**src/rtl/if_fetch_stage_if.sv**
```systemverilog
// Fetch-stage bus bundle: instruction SRAM port, redirect from the core and
// the downstream valid/ready instruction channel.
interface if_fetch_stage_if;
    logic        inst_sram_en;
    logic        inst_sram_we;
    logic [31:0] inst_sram_addr;
    logic [31:0] inst_sram_wdata;
    logic [31:0] inst_sram_rdata;
    logic        br_taken;
    logic [31:0] br_target;
    logic        ds_valid;
    logic        ds_ready;
    logic [31:0] ds_pc;
    logic [31:0] ds_inst;
    logic        ds_ade;

    modport master (
        output inst_sram_en, inst_sram_we, inst_sram_addr, inst_sram_wdata,
        input  inst_sram_rdata,
        input  br_taken, br_target,
        output ds_valid, ds_pc, ds_inst, ds_ade,
        input  ds_ready
    );

    modport slave (
        input  inst_sram_en, inst_sram_we, inst_sram_addr, inst_sram_wdata,
        output inst_sram_rdata,
        output br_taken, br_target,
        input  ds_valid, ds_pc, ds_inst, ds_ade,
        output ds_ready
    );
endinterface

```
**src/rtl/if_fetch_stage.sv**
```systemverilog
// Instruction fetch stage: owns the fetch PC, drives a 1-cycle-latency SRAM and
// buffers responses for decode. Optional misaligned-redirect fault: IF_ADE_CHECK_EN.
module if_fetch_stage #(
    parameter logic [31:0] RESET_PC = 32'h1c00_0000,
    parameter int          DEPTH    = 2
) (
    input logic             clk,
    input logic             reset,
    if_fetch_stage_if.master bus
);
    localparam int PW = $clog2(DEPTH);
    localparam int CW = $clog2(DEPTH + 1) + 1;

    logic [31:0]   fetch_pc;
    logic [31:0]   req_pc;
    logic          inflight;
    logic          halt;
    logic          fault_pending;
    logic [PW-1:0] rd_ptr;
    logic [PW-1:0] wr_ptr;
    logic [CW-1:0] count;
    logic [31:0]   buf_pc   [DEPTH];
    logic [31:0]   buf_inst [DEPTH];

    logic [31:0]   target;
    logic          ade_fault;
    logic          pop;
    logic          push;
    logic          issue;
    logic          room;
    logic [CW-1:0] occupancy;
    logic [CW-1:0] limit;
    logic [31:0]   push_inst;

`ifdef IF_ADE_CHECK_EN
    logic          buf_ade [DEPTH];

    assign target    = bus.br_target;
    assign ade_fault = bus.br_taken & (bus.br_target[1:0] != 2'b00);
    assign bus.ds_ade = reset ? 1'b0 : buf_ade[rd_ptr];

    always_ff @(posedge clk) begin
        if (!reset && push)
            buf_ade[wr_ptr] <= fault_pending;
    end
`else
    logic unused_target_lsb;

    assign target            = {bus.br_target[31:2], 2'b00};
    assign ade_fault         = 1'b0;
    assign bus.ds_ade        = 1'b0;
    assign unused_target_lsb = ^bus.br_target[1:0];
`endif

    assign bus.inst_sram_we    = 1'b0;
    assign bus.inst_sram_wdata = 32'h0;

    assign bus.ds_valid = ~reset & (count != '0) & ~bus.br_taken;
    assign bus.ds_pc    = reset ? 32'h0 : buf_pc[rd_ptr];
    assign bus.ds_inst  = reset ? 32'h0 : buf_inst[rd_ptr];
    assign pop          = bus.ds_valid & bus.ds_ready;

    // count + inflight - pop < DEPTH, rearranged so nothing underflows
    assign occupancy = count + CW'(inflight);
    assign limit     = CW'(DEPTH) + CW'(pop);
    assign room      = occupancy < limit;

    assign issue = ~reset & (bus.br_taken ? ~ade_fault : (~halt & room));
    assign bus.inst_sram_en   = issue;
    assign bus.inst_sram_addr = bus.br_taken ? target : fetch_pc;

    // The stale response lands in the redirect cycle itself, so suppressing the
    // push there is all the dropping needed; the redirect's own request survives.
    assign push      = (inflight | fault_pending) & ~bus.br_taken;
    assign push_inst = fault_pending ? 32'h0 : bus.inst_sram_rdata;

    always_ff @(posedge clk) begin
        if (reset) begin
            fetch_pc      <= RESET_PC;
            req_pc        <= RESET_PC;
            inflight      <= 1'b0;
            halt          <= 1'b0;
            fault_pending <= 1'b0;
            rd_ptr        <= '0;
            wr_ptr        <= '0;
            count         <= '0;
        end else if (bus.br_taken) begin
            fetch_pc      <= target + 32'd4;
            req_pc        <= target;
            inflight      <= issue;
            halt          <= ade_fault;
            fault_pending <= ade_fault;
            rd_ptr        <= '0;
            wr_ptr        <= '0;
            count         <= '0;
        end else begin
            inflight      <= issue;
            fault_pending <= 1'b0;
            if (issue) begin
                req_pc   <= fetch_pc;
                fetch_pc <= fetch_pc + 32'd4;
            end
            if (push)
                wr_ptr <= wr_ptr + PW'(1);
            if (pop)
                rd_ptr <= rd_ptr + PW'(1);
            if (push && !pop)
                count <= count + CW'(1);
            else if (pop && !push)
                count <= count - CW'(1);
        end
    end

    always_ff @(posedge clk) begin
        if (!reset && push) begin
            buf_pc[wr_ptr]   <= req_pc;
            buf_inst[wr_ptr] <= push_inst;
        end
    end
endmodule
```
**src/flat_wrapper.sv**
```systemverilog
// flat-port wrapper written by rule: the top's interface ports become plain ports
module if_fetch_stage_flat 
#(
    parameter logic [31:0] RESET_PC = 32'h1c00_0000,
    parameter int          DEPTH    = 2
)
  (clk, reset, bus_inst_sram_en, bus_inst_sram_we, bus_inst_sram_addr, bus_inst_sram_wdata, bus_inst_sram_rdata, bus_br_taken, bus_br_target, bus_ds_valid, bus_ds_pc, bus_ds_inst, bus_ds_ade, bus_ds_ready);
  if_fetch_stage_if bus_i ();
  input logic clk;
  input logic reset;
  output wire logic [$bits(bus_i.inst_sram_en)-1:0] bus_inst_sram_en;
  output wire logic [$bits(bus_i.inst_sram_we)-1:0] bus_inst_sram_we;
  output wire logic [$bits(bus_i.inst_sram_addr)-1:0] bus_inst_sram_addr;
  output wire logic [$bits(bus_i.inst_sram_wdata)-1:0] bus_inst_sram_wdata;
  input wire logic [$bits(bus_i.inst_sram_rdata)-1:0] bus_inst_sram_rdata;
  input wire logic [$bits(bus_i.br_taken)-1:0] bus_br_taken;
  input wire logic [$bits(bus_i.br_target)-1:0] bus_br_target;
  output wire logic [$bits(bus_i.ds_valid)-1:0] bus_ds_valid;
  output wire logic [$bits(bus_i.ds_pc)-1:0] bus_ds_pc;
  output wire logic [$bits(bus_i.ds_inst)-1:0] bus_ds_inst;
  output wire logic [$bits(bus_i.ds_ade)-1:0] bus_ds_ade;
  input wire logic [$bits(bus_i.ds_ready)-1:0] bus_ds_ready;
  assign bus_inst_sram_en = bus_i.inst_sram_en;
  assign bus_inst_sram_we = bus_i.inst_sram_we;
  assign bus_inst_sram_addr = bus_i.inst_sram_addr;
  assign bus_inst_sram_wdata = bus_i.inst_sram_wdata;
  assign bus_i.inst_sram_rdata = bus_inst_sram_rdata;
  assign bus_i.br_taken = bus_br_taken;
  assign bus_i.br_target = bus_br_target;
  assign bus_ds_valid = bus_i.ds_valid;
  assign bus_ds_pc = bus_i.ds_pc;
  assign bus_ds_inst = bus_i.ds_inst;
  assign bus_ds_ade = bus_i.ds_ade;
  assign bus_i.ds_ready = bus_ds_ready;
  if_fetch_stage #(.RESET_PC(RESET_PC), .DEPTH(DEPTH)) u_core (.clk(clk), .reset(reset), .bus(bus_i));
endmodule
```
**config.mk**
```make
export PLATFORM = sky130hd
export DESIGN_NAME = if_fetch_stage_flat
export DESIGN_NICKNAME = d
export VERILOG_FILES = /design/src/rtl/if_fetch_stage_if.sv /design/src/rtl/if_fetch_stage.sv /design/src/flat_wrapper.sv
export SDC_FILE = /design/constraint.sdc
export NUM_CORES = 1
export LEC_CHECK = 0
export ABC_AREA = 1
export CORE_UTILIZATION = 35
export DETAILED_ROUTE_END_ITERATION = 10
export GPL_TIMING_DRIVEN = 0
export MAX_ROUTING_LAYER = met4
export SYNTH_ARGS = -nofsm -noshare
export SYNTH_HDL_FRONTEND = slang
export SYNTH_SLANG_ARGS = --single-unit
```
**constraint.sdc**
```tcl
create_clock -name clk -period 10.9 [get_ports clk]
set_input_delay 2.18 -clock clk [delete_from_list [all_inputs] [get_ports clk]]
set_output_delay 2.18 -clock clk [all_outputs]
set_load 0.02 [all_outputs]
```
==> results_dict.tcl <==
set metrics [dict create \
    timing.final.crit_period_ps 7250 \
    cts_sinks 191 \
    finalNonFillerCells 1562 \
    synth_edf_count 124 \
    status "finished, final reports clean" \
    ctsResizeCount 0 \
    leakagePower_nw 4.84 \
    placement_rows 57 \
    htree_levels 4 \
    buffer_ports.inserted 158 \
    mostFrequentLayoutCells "nor2_1 (225), nand2_1 (210), clkdlybuf4s50_1 (158)" \
    pin_count 200 \
    yosys_warnings 0 \
    totalPowerFinal_w 0.00170 \
    dominantRegCellSynth "edfxtp_1" \
    worst_clock_skew_ps 14.9 \
    finalSetupTns_ps 0 \
    mappedNetlistArea_um2 8860 \
    routability_congestion 0.907 \
    path_class "primary input to output port" \
    min_path_type "flop to flop" \
    grt_pass1_wl_um 36700 \
    post-route-period-util_pct 66.5 \
    dp_cell_count 1530 \
    grt_overflow_total 0 \
    vias_per_cell 4.59 \
    synthDistinctLibCells 34 \
    final_common_cell "nor2_1" \
    maxSlewViolCount 0 \
    cts_hold_repair.buffers 0 \
    worst-r2r-cell-count 7 \
    wl_cell_um 15.1 \
    fp.coreArea_um2 24600 \
    netlist_instances 1003 \
    synth_sequential_area_ratio_pct 57.2 \
    grt_pass1_vias 6773 \
    grt_antenna_before_repair 0 \
    min_to "u_core.buf_pc[1][14]" \
    slew_headroom_pct 49.2 \
    worst-endpoint-arrival_ps 5070 \
    endpoint_kind "output port" \
    critPathLaunchType "primary input" \
    drtAntennaViolNets 0 \
    hold_path_startpoint "u_core.req_pc[14]" \
    floorplan.die.height_um 161 \
    finish.net_count 1298 \
    worst-endpoint-required_ps 8720 \
    antennaDiodeCount 0 \
    endpoint_of_the_lowest_slack_register_to_register_path "u_core.fetch_pc[18]" \
    synth_seq_cells 191 \
    hold_depth 0 \
    cts_inserted_buffers 17 \
    syn-mean-instance-area_um2 8.84 \
    finalSetupViolations 0 \
    route.detailed.drc 0 \
    drive_above_1_share_pct 12.2 \
    critical_path.startpoint "reset" \
    timing.fmax_mhz 138 \
    critical_path.reg2reg.startpoint "u_core.count[0]" \
    clock_transition_at_the_register_clock_pins_on_the_worst_setup_and_hold_paths_after_cts_ps 70 \
    drt_total_wl_um 23500 \
    tritoncts "done" \
    grt_max_degree 25 \
    initialDrtViolationCount 516 \
    postCtsSetupBuffers 0 \
    max_cap_violations 0 \
    dp.final_hpwl_um 17300 \
    floorplan.initialDensity_pct 36.0 \
    dr_total_vias 7165 \
    first_pass_iters 5 \
    cts_max_path_buffers 2 \
    setup_repair_after_global_routing_missed_its_margin "no" \
    die-width_um 161 \
    insertion_delay_ps 430 \
    hold_viol_final 0 \
    die-area_um2 26000 \
    finalHoldWorstSlack_ps 451 \
    globalRouteTotalUtil_pct 18.9 \
    power-per-cell-area_nw_per_um2 145 \
    area.growth.synth_to_final_pct 31.7 \
    reg2reg_setup_slack_ps 8650 \
    cts_root_buffer "clkbuf_16" \
    ir_worst_vdd_mv 0.0811 \
    n_fill_cell 2350 \
    ys_async_sr_fraction_pct 0 \
    max_fo_critical_path 10 \
    worst-slew-pin-transition_ps 761 \
]
==> synthesized netlist by cell type (7+ instances only) <==
| master | number | area, um^2 |
|---|---|---|
| o21ai_1 | 12 | 60.1 |
| nor2_2 | 10 | 62.6 |
| buf_4 | 44 | 330 |
| edfxtp_1 | 124 | 3720 |
| nand2_2 | 28 | 175 |
| clkbuf_1 | 29 | 109 |
| nand3_1 | 31 | 155 |
| o21ai_0 | 109 | 546 |
| nand2_1 | 210 | 788 |
| inv_1 | 55 | 206 |
| dfxtp_1 | 67 | 1340 |
| nor2_1 | 226 | 848 |
| xnor2_1 | 7 | 61.3 |
==> worst max-delay path: stages <==
cell and delay (ps):
clkdlybuf4s50_1 460, buf_2 230, inv_2 170, clkbuf_1 600, clkbuf_1 430, o21ai_0 150
nor2_1 190, clkdlybuf4s50_1 640
==> state kept, by name, summed over array words and instances (netlist names), named ones only <==
| signal | cells |
|---|---|
| u_core.rd_ptr | 1 |
| u_core.req_pc | 30 |
| u_core.buf_inst | 64 |
| u_core.inflight | 1 |
| u_core.count | 3 |
| u_core.wr_ptr | 1 |
| u_core.buf_pc | 60 |
| u_core.fetch_pc | 30 |
==> power by group <==
| group | switching, W | internal [W] | leakage [nW] | total [W] |
|---|---|---|---|---|
| logic | 0.000166 | 0.000111 | 2.87 | 0.000277 |
| registers | 0.0000180 | 0.000809 | 1.70 | 0.000827 |
| clock network | 0.000292 | 0.000301 | 0.268 | 0.000593 |
==> area by class of cell <==
class / count / area, um^2 / share of cell area [%]
Clock buffer: 18 / 429 / 3.68
Buffer: 82 / 519 / 4.45
Clock inverter: 14 / 124 / 1.06
Multi-Input combinational cell: 707 / 3200 / 27.4
Timing Repair Buffer: 166 / 1700 / 14.5
Inverter: 60 / 230 / 1.97
Sequential cell: 191 / 5060 / 43.4
Tap cell: 324 / 405 / 3.47
==> cell families after synthesis <==
| family | after synthesis | synth area share [%] |
|---|---|---|
| and+or+nand+nor | 523 | 25.0 |
| other | 1 | 0.0423 |
| buffers and inverters | 142 | 8.46 |
| DFF | 191 | 57.2 |
| adders and majority gates | 5 | 0.791 |
| xor gates and xnor gates | 11 | 1.09 |
| AOI/OAI and AO/OA | 130 | 7.43 |
==> worst max-delay path by stage <==
stage | end | slack [ps] | cells past startpoint
final | bus_ds_pc[21] | 3650 | 8
after global routing | bus_ds_pc[21] | 3440 | 8
after CTS | bus_ds_pc[21] | 3570 | 8
after detailed placement | bus_ds_pc[21] | 3570 | 8
after global placement | u_core.buf_pc[0][17] | 470 | 4
after floorplan | u_core.buf_inst[0][0] | 3590 | 4
==> through the flow <==
step | setup WS [ps] | utilization, % | area [um^2]
5_1_grt | 3440 | 47.4 | 11700
2_1_floorplan | 3590 | - | 9000
4_1_cts | 3570 | 47.4 | 11700
3_5_place_dp | 3570 | 45.2 | 11100
6_report | 3650 | 47.4 | 11700
3_3_place_gp | 473 | 44.7 | 11000
==> per-layer routing <==
metal | GRT usage, % | part of all wire, %
met1 | 25.2 | 48
met2 | 29.8 | 46
met3 | 3.21 | 4.8
met4 | 5.02 | 1.3
met5 | - | 0
Note: power is estimated with default switching activity, not from simulation.
